==> config.mk <==
export PLATFORM = sky130hd
export DESIGN_NAME = data_source_multi
export DESIGN_NICKNAME = d
export VERILOG_FILES = /design/src/rtl/data_source_pkg.sv /design/src/rtl/data_source_chan_gen.sv /design/src/rtl/data_source_multi.sv
export SDC_FILE = /design/constraint.sdc
export NUM_CORES = 1
export LEC_CHECK = 0
export ABC_AREA = 0
export CAP_MARGIN = 20
export CORE_AREA = 2 2 232 234
export CTS_CLUSTER_DIAMETER = 80
export DETAILED_ROUTE_END_ITERATION = 6
export DIE_AREA = 0 0 234 236
export PLACE_DENSITY = 0.54
export SYNTH_ARGS = -nofsm -noshare
export SYNTH_HDL_FRONTEND = slang
export SYNTH_SLANG_ARGS = --single-unit
==> constraint.sdc <==
create_clock -name clk -period 8.9 [get_ports clk]
set_input_delay 2.67 -clock clk [delete_from_list [all_inputs] [get_ports clk]]
set_output_delay 2.67 -clock clk [all_outputs]
set_load 0.02 [all_outputs]
==> src/rtl/data_source_pkg.sv <==
// Shared types for the multi-channel test-pattern source.
// Modes, FSM states and configuration register addresses.
package data_source_pkg;

  typedef enum logic [1:0] {
    CONST   = 2'd0,
    RAMP    = 2'd1,
    CHAN_ID = 2'd2,
    RSVD    = 2'd3
  } mode_e;

  typedef enum logic [1:0] {
    IDLE = 2'd0,
    RUN  = 2'd1,
    DONE = 2'd2
  } state_e;

  localparam logic [1:0] CFG_START  = 2'd0;
  localparam logic [1:0] CFG_END    = 2'd1;
  localparam logic [1:0] CFG_STRIDE = 2'd2;
  localparam logic [1:0] CFG_MODE   = 2'd3;

endpackage

==> src/rtl/data_source_chan_gen.sv <==
// One generator channel: config registers, ramp state and the
// current / post-advance / post-load sample for its mode.
module data_source_chan_gen
  import data_source_pkg::*;
#(
  parameter int DATA_WIDTH = 16,
  parameter int CH_IDX     = 0
) (
  input  logic                  clk,
  input  logic                  rst_n,
  input  logic                  cfg_we,
  input  logic [1:0]            cfg_addr,
  input  logic [DATA_WIDTH-1:0] cfg_data,
  input  logic                  load,
  input  logic                  advance,
  output logic [DATA_WIDTH-1:0] value_o,
  output logic [DATA_WIDTH-1:0] adv_o,
  output logic [DATA_WIDTH-1:0] init_o
);

  localparam logic [DATA_WIDTH-1:0] ID = DATA_WIDTH'(CH_IDX);

  logic [DATA_WIDTH-1:0] start_q;
  logic [DATA_WIDTH-1:0] end_q;
  logic [DATA_WIDTH-1:0] stride_q;
  mode_e                 mode_q;
  logic [DATA_WIDTH-1:0] cur_q;
  logic [DATA_WIDTH-1:0] cur_nxt;
  logic [DATA_WIDTH+1:0] sum;
  logic [DATA_WIDTH+1:0] lim;
  logic                  wrap;

  // Two guard bits: signed cur plus unsigned stride cannot overflow.
  assign sum = {{2{cur_q[DATA_WIDTH-1]}}, cur_q}
             + {2'b00, stride_q};
  assign lim = {{2{end_q[DATA_WIDTH-1]}}, end_q};
  assign wrap = $signed(sum) > $signed(lim);
  assign cur_nxt = wrap ? start_q : sum[DATA_WIDTH-1:0];

  always_ff @(posedge clk or negedge rst_n) begin
    if (!rst_n) begin
      start_q  <= '0;
      end_q    <= '0;
      stride_q <= DATA_WIDTH'(1);
      mode_q   <= CONST;
    end else if (cfg_we) begin
      unique case (cfg_addr)
        CFG_START:  start_q <= cfg_data;
        CFG_END:    end_q   <= cfg_data;
        CFG_STRIDE: stride_q <= (cfg_data == '0) ?
                               DATA_WIDTH'(1) : cfg_data;
        CFG_MODE:   mode_q  <= mode_e'(cfg_data[1:0]);
        default: ;
      endcase
    end
  end

  always_ff @(posedge clk or negedge rst_n) begin
    if (!rst_n) begin
      cur_q <= '0;
    end else if (load) begin
      cur_q <= start_q;
    end else if (advance) begin
      cur_q <= cur_nxt;
    end
  end

  always_comb begin
    value_o = start_q;
    adv_o   = start_q;
    init_o  = start_q;
    unique case (1'b1)
      mode_q == RAMP: begin
        value_o = cur_q;
        adv_o   = cur_nxt;
      end
      mode_q == CHAN_ID: begin
        value_o = ID;
        adv_o   = ID;
        init_o  = ID;
      end
      default: ;
    endcase
  end

endmodule

==> src/rtl/data_source_multi.sv <==
// Multi-channel pattern source: FSM, round-robin arbitration,
// beat counter and registered ready/valid output stage.
module data_source_multi
  import data_source_pkg::*;
#(
  parameter int NUM_CH     = 4,
  parameter int DATA_WIDTH = 16,
  parameter int CNT_WIDTH  = 16,
  parameter int CH_W       = (NUM_CH > 1) ? $clog2(NUM_CH) : 1
) (
  input  logic                  clk,
  input  logic                  rst_n,
  input  logic                  cfg_we,
  input  logic [CH_W-1:0]       cfg_ch,
  input  logic [1:0]            cfg_addr,
  input  logic [DATA_WIDTH-1:0] cfg_data,
  input  logic [NUM_CH-1:0]     ch_en,
  input  logic [CNT_WIDTH-1:0]  burst_len,
  input  logic                  start,
  input  logic                  stop,
  output logic                  out_valid,
  input  logic                  out_ready,
  output logic [DATA_WIDTH-1:0] out_data,
  output logic [CH_W-1:0]       out_ch,
  output logic                  busy,
  output logic                  done
);

  state_e state_q, state_d;

  logic [NUM_CH-1:0]                 en_q;
  logic [CNT_WIDTH-1:0]              blen_q;
  logic [CNT_WIDTH-1:0]              cnt_q;
  logic [NUM_CH-1:0][DATA_WIDTH-1:0] val_w;
  logic [NUM_CH-1:0][DATA_WIDTH-1:0] adv_w;
  logic [NUM_CH-1:0][DATA_WIDTH-1:0] init_w;
  logic                              go;
  logic                              accept;
  logic                              last;
  logic [CH_W-1:0]                   first_ch;
  logic [CH_W-1:0]                   next_ch;

  function automatic logic [CH_W-1:0] first_en(
    input logic [NUM_CH-1:0] m
  );
    first_en = '0;
    for (int i = NUM_CH - 1; i >= 0; i--)
      if (m[i]) first_en = CH_W'(i);
  endfunction

  function automatic logic [CH_W-1:0] next_en(
    input logic [NUM_CH-1:0] m,
    input logic [CH_W-1:0]   c
  );
    logic found;
    found   = 1'b0;
    next_en = first_en(m);
    for (int i = 0; i < NUM_CH; i++) begin
      if (!found && m[i] && (i > int'(c))) begin
        next_en = CH_W'(i);
        found   = 1'b1;
      end
    end
  endfunction

  assign go       = (state_q == IDLE) && start && (|ch_en);
  assign accept   = out_valid && out_ready;
  assign last     = accept && (blen_q != '0)
                 && (cnt_q == blen_q - CNT_WIDTH'(1));
  assign first_ch = first_en(ch_en);
  assign next_ch  = next_en(en_q, out_ch);

  for (genvar i = 0; i < NUM_CH; i++) begin : g_ch
    data_source_chan_gen #(
      .DATA_WIDTH (DATA_WIDTH),
      .CH_IDX     (i)
    ) u_gen (
      .clk      (clk),
      .rst_n    (rst_n),
      .cfg_we   (cfg_we && (state_q == IDLE)
                 && (cfg_ch == CH_W'(i))),
      .cfg_addr (cfg_addr),
      .cfg_data (cfg_data),
      .load     (go),
      .advance  (accept && (out_ch == CH_W'(i))),
      .value_o  (val_w[i]),
      .adv_o    (adv_w[i]),
      .init_o   (init_w[i])
    );
  end

  always_comb begin
    state_d = state_q;
    unique case (state_q)
      IDLE: if (go) state_d = RUN;
      RUN: begin
        if (stop)      state_d = IDLE;
        else if (last) state_d = DONE;
      end
      DONE:    state_d = IDLE;
      default: state_d = IDLE;
    endcase
  end

  always_ff @(posedge clk or negedge rst_n) begin
    if (!rst_n) state_q <= IDLE;
    else        state_q <= state_d;
  end

  // A lone channel follows itself, so it needs its post-advance value.
  always_ff @(posedge clk or negedge rst_n) begin
    if (!rst_n) begin
      out_valid <= 1'b0;
      busy      <= 1'b0;
      done      <= 1'b0;
      out_data  <= '0;
      out_ch    <= '0;
      en_q      <= '0;
      blen_q    <= '0;
      cnt_q     <= '0;
    end else begin
      out_valid <= (state_d == RUN);
      busy      <= (state_d == RUN);
      done      <= (state_d == DONE);
      if (go) begin
        en_q     <= ch_en;
        blen_q   <= burst_len;
        cnt_q    <= '0;
        out_ch   <= first_ch;
        out_data <= init_w[first_ch];
      end else if (accept) begin
        cnt_q    <= cnt_q + CNT_WIDTH'(1);
        out_ch   <= next_ch;
        out_data <= (next_ch == out_ch) ?
                    adv_w[next_ch] : val_w[next_ch];
      end
    end
  end

endmodule

==> summary.md <==
| Metric | Value |
|---|---|
| Number of diodes | 0 |
| Die span in y | 236 µm |
| DIE WIDTH | around 230 µm |
| CTS tree | built |
| Critical Path, Cell by Cell | ha_1 > fa_1 > a211oi_1 > o21ai_1 > a21boi_1 > o31ai_1 > a21oi_1 > o21bai_1 > a21oi_1 > xnor2_1 > ha_1 > nand3_1 > nor3_1 > a41oi_1 > a31o_2 > a221oi_1 > nor4_1 > or3_1 |
| Unrepaired setup endpoints after global routing | no |
| Fraction of layout cells with a size suffix above 1 | 0.133 |
| Synth async-reset ratio | 1.00 |
| Critical path launch point | g_ch[0].u_gen.cur_q[0] |
| Non-Filler Instances | 2959 |
| Die area | 55200 µm² |
| CTS Buf Count | 42 |
| Most common cell after layout, fill and taps aside | dfrtp_1 |
| Synth Area in Simple Gates | 0.132 |
| Post-synthesis mux area share | 0.0879 |
| Peak supply drop | between 150 and 200 µV |
| Syn avg cell area | 9.44 µm² |
| Root buf cell | clkbuf_16 |
| Synth top area share | 0.382 |
| Hold WS | about 0.50 ns |
| Core area | 53100 µm² |
| Global-route wire length before repair | roughly 120000 µm |
| Yosys reg bits | 322 |
| Power, Total | 8.56 mW |
| Slew margin rel. | 0.188 |
| Yosys Warn Count | 0 |
| Clock skew | 0.00958 ns |
| Pin count of the biggest net entering global routing | 143 |
| Final Hold Viols | 0 |
| Starting density of the core | 0.392 |
| CTS Sinks | about 320 |
| Post-Synth Adder-Cell Area | 0.0940 |
| # port buffers | 66 |
| Clk buf depth | 3 |
| Final worst path period need | 5.63 ns |
| Post-CTS resize count | 0 |
| GRT Total Usage | 0.283 |
| Synthesized area | 20800 µm² |
| Vias in the first global route | 17.9k |
| CP Capture Type | flop |
| Area leader, netlist | dfrtp_1 |
| Io pins | 67 |
| Setup crit start kind | flop |
| CTS Hold Bufs | 0 |
| Worst setup path end | out_data[8] |
| Final worst slack | 3.27 ns |
| Max cap viols | 0 |
| R2R Path End | out_data[8] |
| Setup_tns | 0 ns |
| Drt wl/cell | 26.5 µm |
| Worst-path clk slew | 0.06 ns |
| Grt total ovfl | 0 |
| Status | completed |
| Critical path's largest stage delay | 0.90 ns |
| P&R area growth vs syn | 13.4% |
| Top_reg_cell synth | dfrtp_1 |
| Leakage | between 10 and 15 nW |
| GPL Wtd Cong | ~1 |
| Largest family of logic cells by synthesized area | compound AO/OA/AOI/OAI gates |
| Clk Latency, worst-skew pair | 0.57 ns |
| Synth cell types | 88 |
| Placed instance count | 2877 |
| Peak Freq | 178 MHz |
| ANT nets after route | 0 |
| Crit-path max FO | 16 |
| Routed wire length | between 70000 and 80000 µm |
| Tcrit/Tclk final | 0.633 |
| Row cnt | 85 |
| Post-CTS setup buffer count | 0 |
| Synth Area in Compound Gates | 0.212 |
| H-tree depth | 2 |
| Synth Area in XOR/XNOR | 0.0399 |
| Post-synthesis sequential area ratio | 0.387 |
| Final nets | 2429 |
| Critical Path AT | 6.08 ns |
| Final Max Slew Viols | 0 |
| CP required | 9.34 ns |
| Vias per cell | 6.15 |
| EDFF count, synth | 0 |
| Synth area leaders | dfrtp_1 (38%), ha_1 (9.0%), mux2_2 (8.6%) |
| Setup violations, final | 0 |
| Measured slew at the worst slew-check pin | roughly 1.2 ns |
| Critical setup path kind | reg2reg |
| Starting DRT DRC Count | 1659 |
| Pre-CTS setup slack | roughly 3 ns |
| Hold crit path type | reg2reg |
| Total nets after synthesis | 2404 |
| Synth Instances | 2204 |
| Pre-antenna DRT Iters | 5 |
| Worst R2R Setup Slack | 3.27 ns |
| Via count | 18.2k |
| Register-to-Register Path Depth | 18 |
| Launching point of the worst reg2reg path | g_ch[0].u_gen.cur_q[0] |
| Post-DP HPWL | 56500 µm |
| Power density over the cells | 363 nW/µm² |
| Post-route DRC | 0 |
| Initial antenna violation count | 3 |
| Worst path slowest cell | a221oi_1 |
| Most frequent cells in the layout | dfrtp_1 (318), nand2_1 (172), nor2_1 (165), mux2_2 (159) |
==> critical path: cells and delay by family (launching register included) <==
| family | cells | cell delay, ns |
|---|---|---|
| XOR/XNOR | 1 | 0.09 |
| AND/OR/NAND/NOR | 4 | 0.91 |
| AO/OA/AOI/OAI | 10 | 3.09 |
| adder cells (fa/ha/maj) | 3 | 0.99 |
| flip-flops | 1 | 0.43 |
==> state kept, by name (all words and copies together) (netlist names) <==
| signal | cells |
|---|---|
| g_ch.u_gen.stride_q | 64 |
| done | 1 |
| cnt_q | 16 |
| g_ch.u_gen.end_q | 64 |
| g_ch.u_gen.cur_q | 64 |
| g_ch.u_gen.start_q | 64 |
| blen_q | 16 |
| en_q | 4 |
| g_ch.u_gen.mode_q | 8 |
| busy | 1 |
| out_data | 16 |
| out_ch | 2 |
| state_q | 2 |
==> synth_stat cells (5+ instances only) <==
| cell type | count |
|---|---|
| buf_2 | 11 |
| dfrtp_1 | 318 |
| o2111ai_1 | 6 |
| o32a_1 | 8 |
| o21bai_1 | 8 |
| o21ai_0 | 83 |
| o21a_1 | 10 |
| mux2_2 | 159 |
| nand4_1 | 15 |
| nor3_1 | 49 |
| nor2b_1 | 25 |
| o211ai_1 | 11 |
| a21o_1 | 24 |
| xor2_1 | 31 |
| nand2b_1 | 14 |
| a2111oi_0 | 7 |
| or3_1 | 18 |
| or2_2 | 6 |
| o21ai_1 | 9 |
| o31ai_1 | 16 |
| a22oi_1 | 34 |
| and2_1 | 10 |
| xnor2_1 | 62 |
| a211oi_1 | 16 |
| clkbuf_1 | 107 |
| buf_1 | 9 |
| a211o_1 | 8 |
| and4_1 | 11 |
| nand3_1 | 33 |
| nor4_1 | 22 |
| a41oi_1 | 5 |
| a221oi_1 | 102 |
| ha_1 | 150 |
| nor2_1 | 167 |
| a221o_1 | 9 |
| a31oi_1 | 15 |
| a21oi_1 | 150 |
| nand2_1 | 172 |
| o22ai_1 | 82 |
| and3_1 | 13 |
| inv_1 | 122 |
==> through the flow <==
stage | utilization | instance area [µm²]
final | 0.445 | 23600
after global routing | 0.445 | 23600
after CTS | 0.444 | 23600
after detailed placement | 0.419 | 22200
after global placement | 0.419 | 22200
after floorplan | - | 20800
==> routing by layer <==
metal / vias up / routed length (µm) / track usage
met1: 9107 / 33100 / 0.364
met5: - / 7 / 0
met3: 155 / 4550 / 0.0468
met4: 2 / 3410 / 0.110
met2: 664 / 37300 / 0.471
li1: 8265 / - / -
==> cell type report <==
| cell class | instances | area [µm²] |
|---|---|---|
| Multi-Input combinational cell | 1631 | 11900 |
| Inverter | 123 | 462 |
| Tap cell | 696 | 871 |
| Sequential cell | 322 | 8060 |
| Clock inverter | 9 | 73.8 |
| Timing Repair Buffer | 109 | 1020 |
| Fill cell | 5163 | 29500 |
| Clock buffer | 69 | 1270 |
==> report_power, final <==
part | switching [mW] | internal (mW) | leakage [nW]
Combinational | 2.77 | 1.73 | 5.65
Sequential | 0.486 | 1.89 | 3.98
Clock | 0.679 | 0.999 | 0.659
Total | 3.94 | 4.62 | 10.3
==> how the worst min path moves through the flow <==
stage,start,end,cells past startpoint
2_1_floorplan,g_ch[2].u_gen.stride_q[0],g_ch[2].u_gen.stride_q[0],2
3_3_place_gp,g_ch[3].u_gen.stride_q[0],g_ch[3].u_gen.stride_q[0],2
3_5_place_dp,g_ch[3].u_gen.stride_q[0],g_ch[3].u_gen.stride_q[0],2
4_1_cts,g_ch[3].u_gen.stride_q[0],g_ch[3].u_gen.stride_q[0],2
5_1_grt,g_ch[3].u_gen.end_q[7],g_ch[3].u_gen.end_q[7],1
6_report,g_ch[3].u_gen.stride_q[0],g_ch[3].u_gen.stride_q[0],2
==> logic make-up (layout without fill, tap and decap cells) <==
kind of cell,Yosys count,after routing
buffers and inverters,251,310
multiplexers,163,163
adder cells (fa/ha/maj),154,154
XOR/XNOR,94,94
flip-flops,322,322
AO/OA/AOI/OAI,645,645
AND/OR/NAND/NOR,575,575
Note: power is estimated with default switching activity, not from simulation.
==> variant, RTL diff (same settings) <==
Change the parameter `CNT_WIDTH` from 16 to 12.
--- a/src/rtl/data_source_multi.sv
+++ b/src/rtl/data_source_multi.sv
@@ -7,3 +7,3 @@
   parameter int DATA_WIDTH = 16,
-  parameter int CNT_WIDTH  = 16,
+  parameter int CNT_WIDTH  = 12,
   parameter int CH_W       = (NUM_CH > 1) ? $clog2(NUM_CH) : 1
Interface: changed (resized burst_len); port bits go from 67 to 63. The function was not compared with the original's and may differ.
==> variant against the unedited design <==
Maximum frequency is 3.5% lower. Setup slack worse by 0.20 ns. Wire length is 4.8% lower. Area after synthesis is 1.8% lower. Sequential share of layout area is 0.36 points lower. Non-clock buffer count is 3 higher. Sequential cell count is 8 lower. Final area is 1.5% lower. Power is 0.89% higher.
==> variant: results <==
export IMPL_run_status="complete, no violations"
export IMPL_use_met1_pct=37.77
export IMPL_grt_usage_pct=26.77
export IMPL_dr_wl_met3_mm=5.705
export IMPL_postPlaceCellArea_mm2=0.02192
export IMPL_final_nets=2395
export IMPL_drt_initial_drc_count=1970
export IMPL_cp_data_arrival_time_ns=6.31
export IMPL_grt_use_met2_pct=41.03
export IMPL_yosys_area_share_xor_xnor_pct=3.171
export IMPL_num_vias=18217
export IMPL_internal_power_mw=4.626
export IMPL_route_met2_wl_mm=33.24
export IMPL_netlist_top_cells_count="dfrtp_1 (310), nand2_1 (168), nor2_1 (165)"
export IMPL_firstDrtPassIters=6
export IMPL_synth_cell_type_count=77
export IMPL_grt_pass1_vias=17252
export IMPL_finClkSkew_ns=0.02562
export IMPL_io_buffers=62
export IMPL_layout_drive_gt1_share_pct=13.73
export IMPL_synthAdderAreaFrac_pct=9.574
export IMPL_top_layer="met4"
export IMPL_combPwrFrac_pct=53.3
export IMPL_drt_total_wl_mm=74.54
export IMPL_grt_pass1_wl_mm=111.6
export IMPL_power_frac_clock_pct=19.2
export IMPL_wl_met1_mm=32.68
export IMPL_max_stage_delay_ns=0.69
export IMPL_synthTopCellsByArea="dfrtp_1 (38%), ha_1 (9.2%), mux2_2 (8.8%), a221oi_1 (4.2%), a21oi_1 (3.6%)"
export IMPL_max_slew_margin_pct=25.45
export IMPL_gp_congestion=0.9548
export IMPL_power_ir_vdd_worst_mv=0.1509
export IMPL_cts_buffers=40
export IMPL_fillerInstances=5130
export IMPL_use_met3_pct=4.666
export IMPL_synth_seq_area_share_pct=38.47
export IMPL_leakage_nw=10.16
export IMPL_clk_path_buf_depth=3
export IMPL_synth_compound_area_share_pct=23.37
-- variant: cell type report --
type                    count  area share, %
multi-input cells        1612          50.40
well taps                 696          3.743
clock inverters             6         0.2689
inverters                 119          1.920
clock buffers              65          5.486
repair buffers            112          4.389
flip-flops and latches    314          33.80
-- variant: critical path: cells and delay by family, from the launching register on --
| family | cells | cell delay, ns |
|---|---|---|
| AOI/OAI and AO/OA | 9 | 2.84 |
| adders and majority gates | 3 | 0.91 |
| buffers and inverters | 1 | 0.07 |
| DFF | 1 | 0.53 |
| and+or+nand+nor | 6 | 1.37 |
-- variant: final timing paths --
path	start	end	slack (ns)	cells after the start
worst min register to register	g_ch[3].u_gen.stride_q[0]	g_ch[3].u_gen.stride_q[0]	0.48	2
worst min-delay path	g_ch[3].u_gen.stride_q[0]	g_ch[3].u_gen.stride_q[0]	0.48	2
worst max register to register	g_ch[1].u_gen.stride_q[0]	out_data[10]	3.06	19
max in group asynchronous	rst_n	g_ch[0].u_gen.end_q[0]	5.35	2
min in group asynchronous	rst_n	cnt_q[7]	2.14	1
worst max-delay path	g_ch[1].u_gen.stride_q[0]	out_data[10]	3.06	19
-- variant: through the flow --
step                      power, mW  cells  util (%)  setup WS, ns  hold WS [ns]
after global placement        6.783   2850     41.26         3.012        0.4744
after detailed placement      6.872   2852     41.30         3.241        0.4764
after CTS                     8.563   2923     43.82         3.204        0.4845
after floorplan               5.265   2165         -         4.384        0.4627
after global routing          9.173   2924     43.84         2.833        0.4998
final                         8.636   2924     43.84         3.065        0.4799
-- variant: cells by family (layout without fill, tap and decap cells) --
kind of cell,after synthesis,after routing
flops,314,314
simple gates,533,533
fa+ha+maj,154,154
mux,161,161
buf+inv,239,302
xor+xnor,74,74
compound gates,690,690
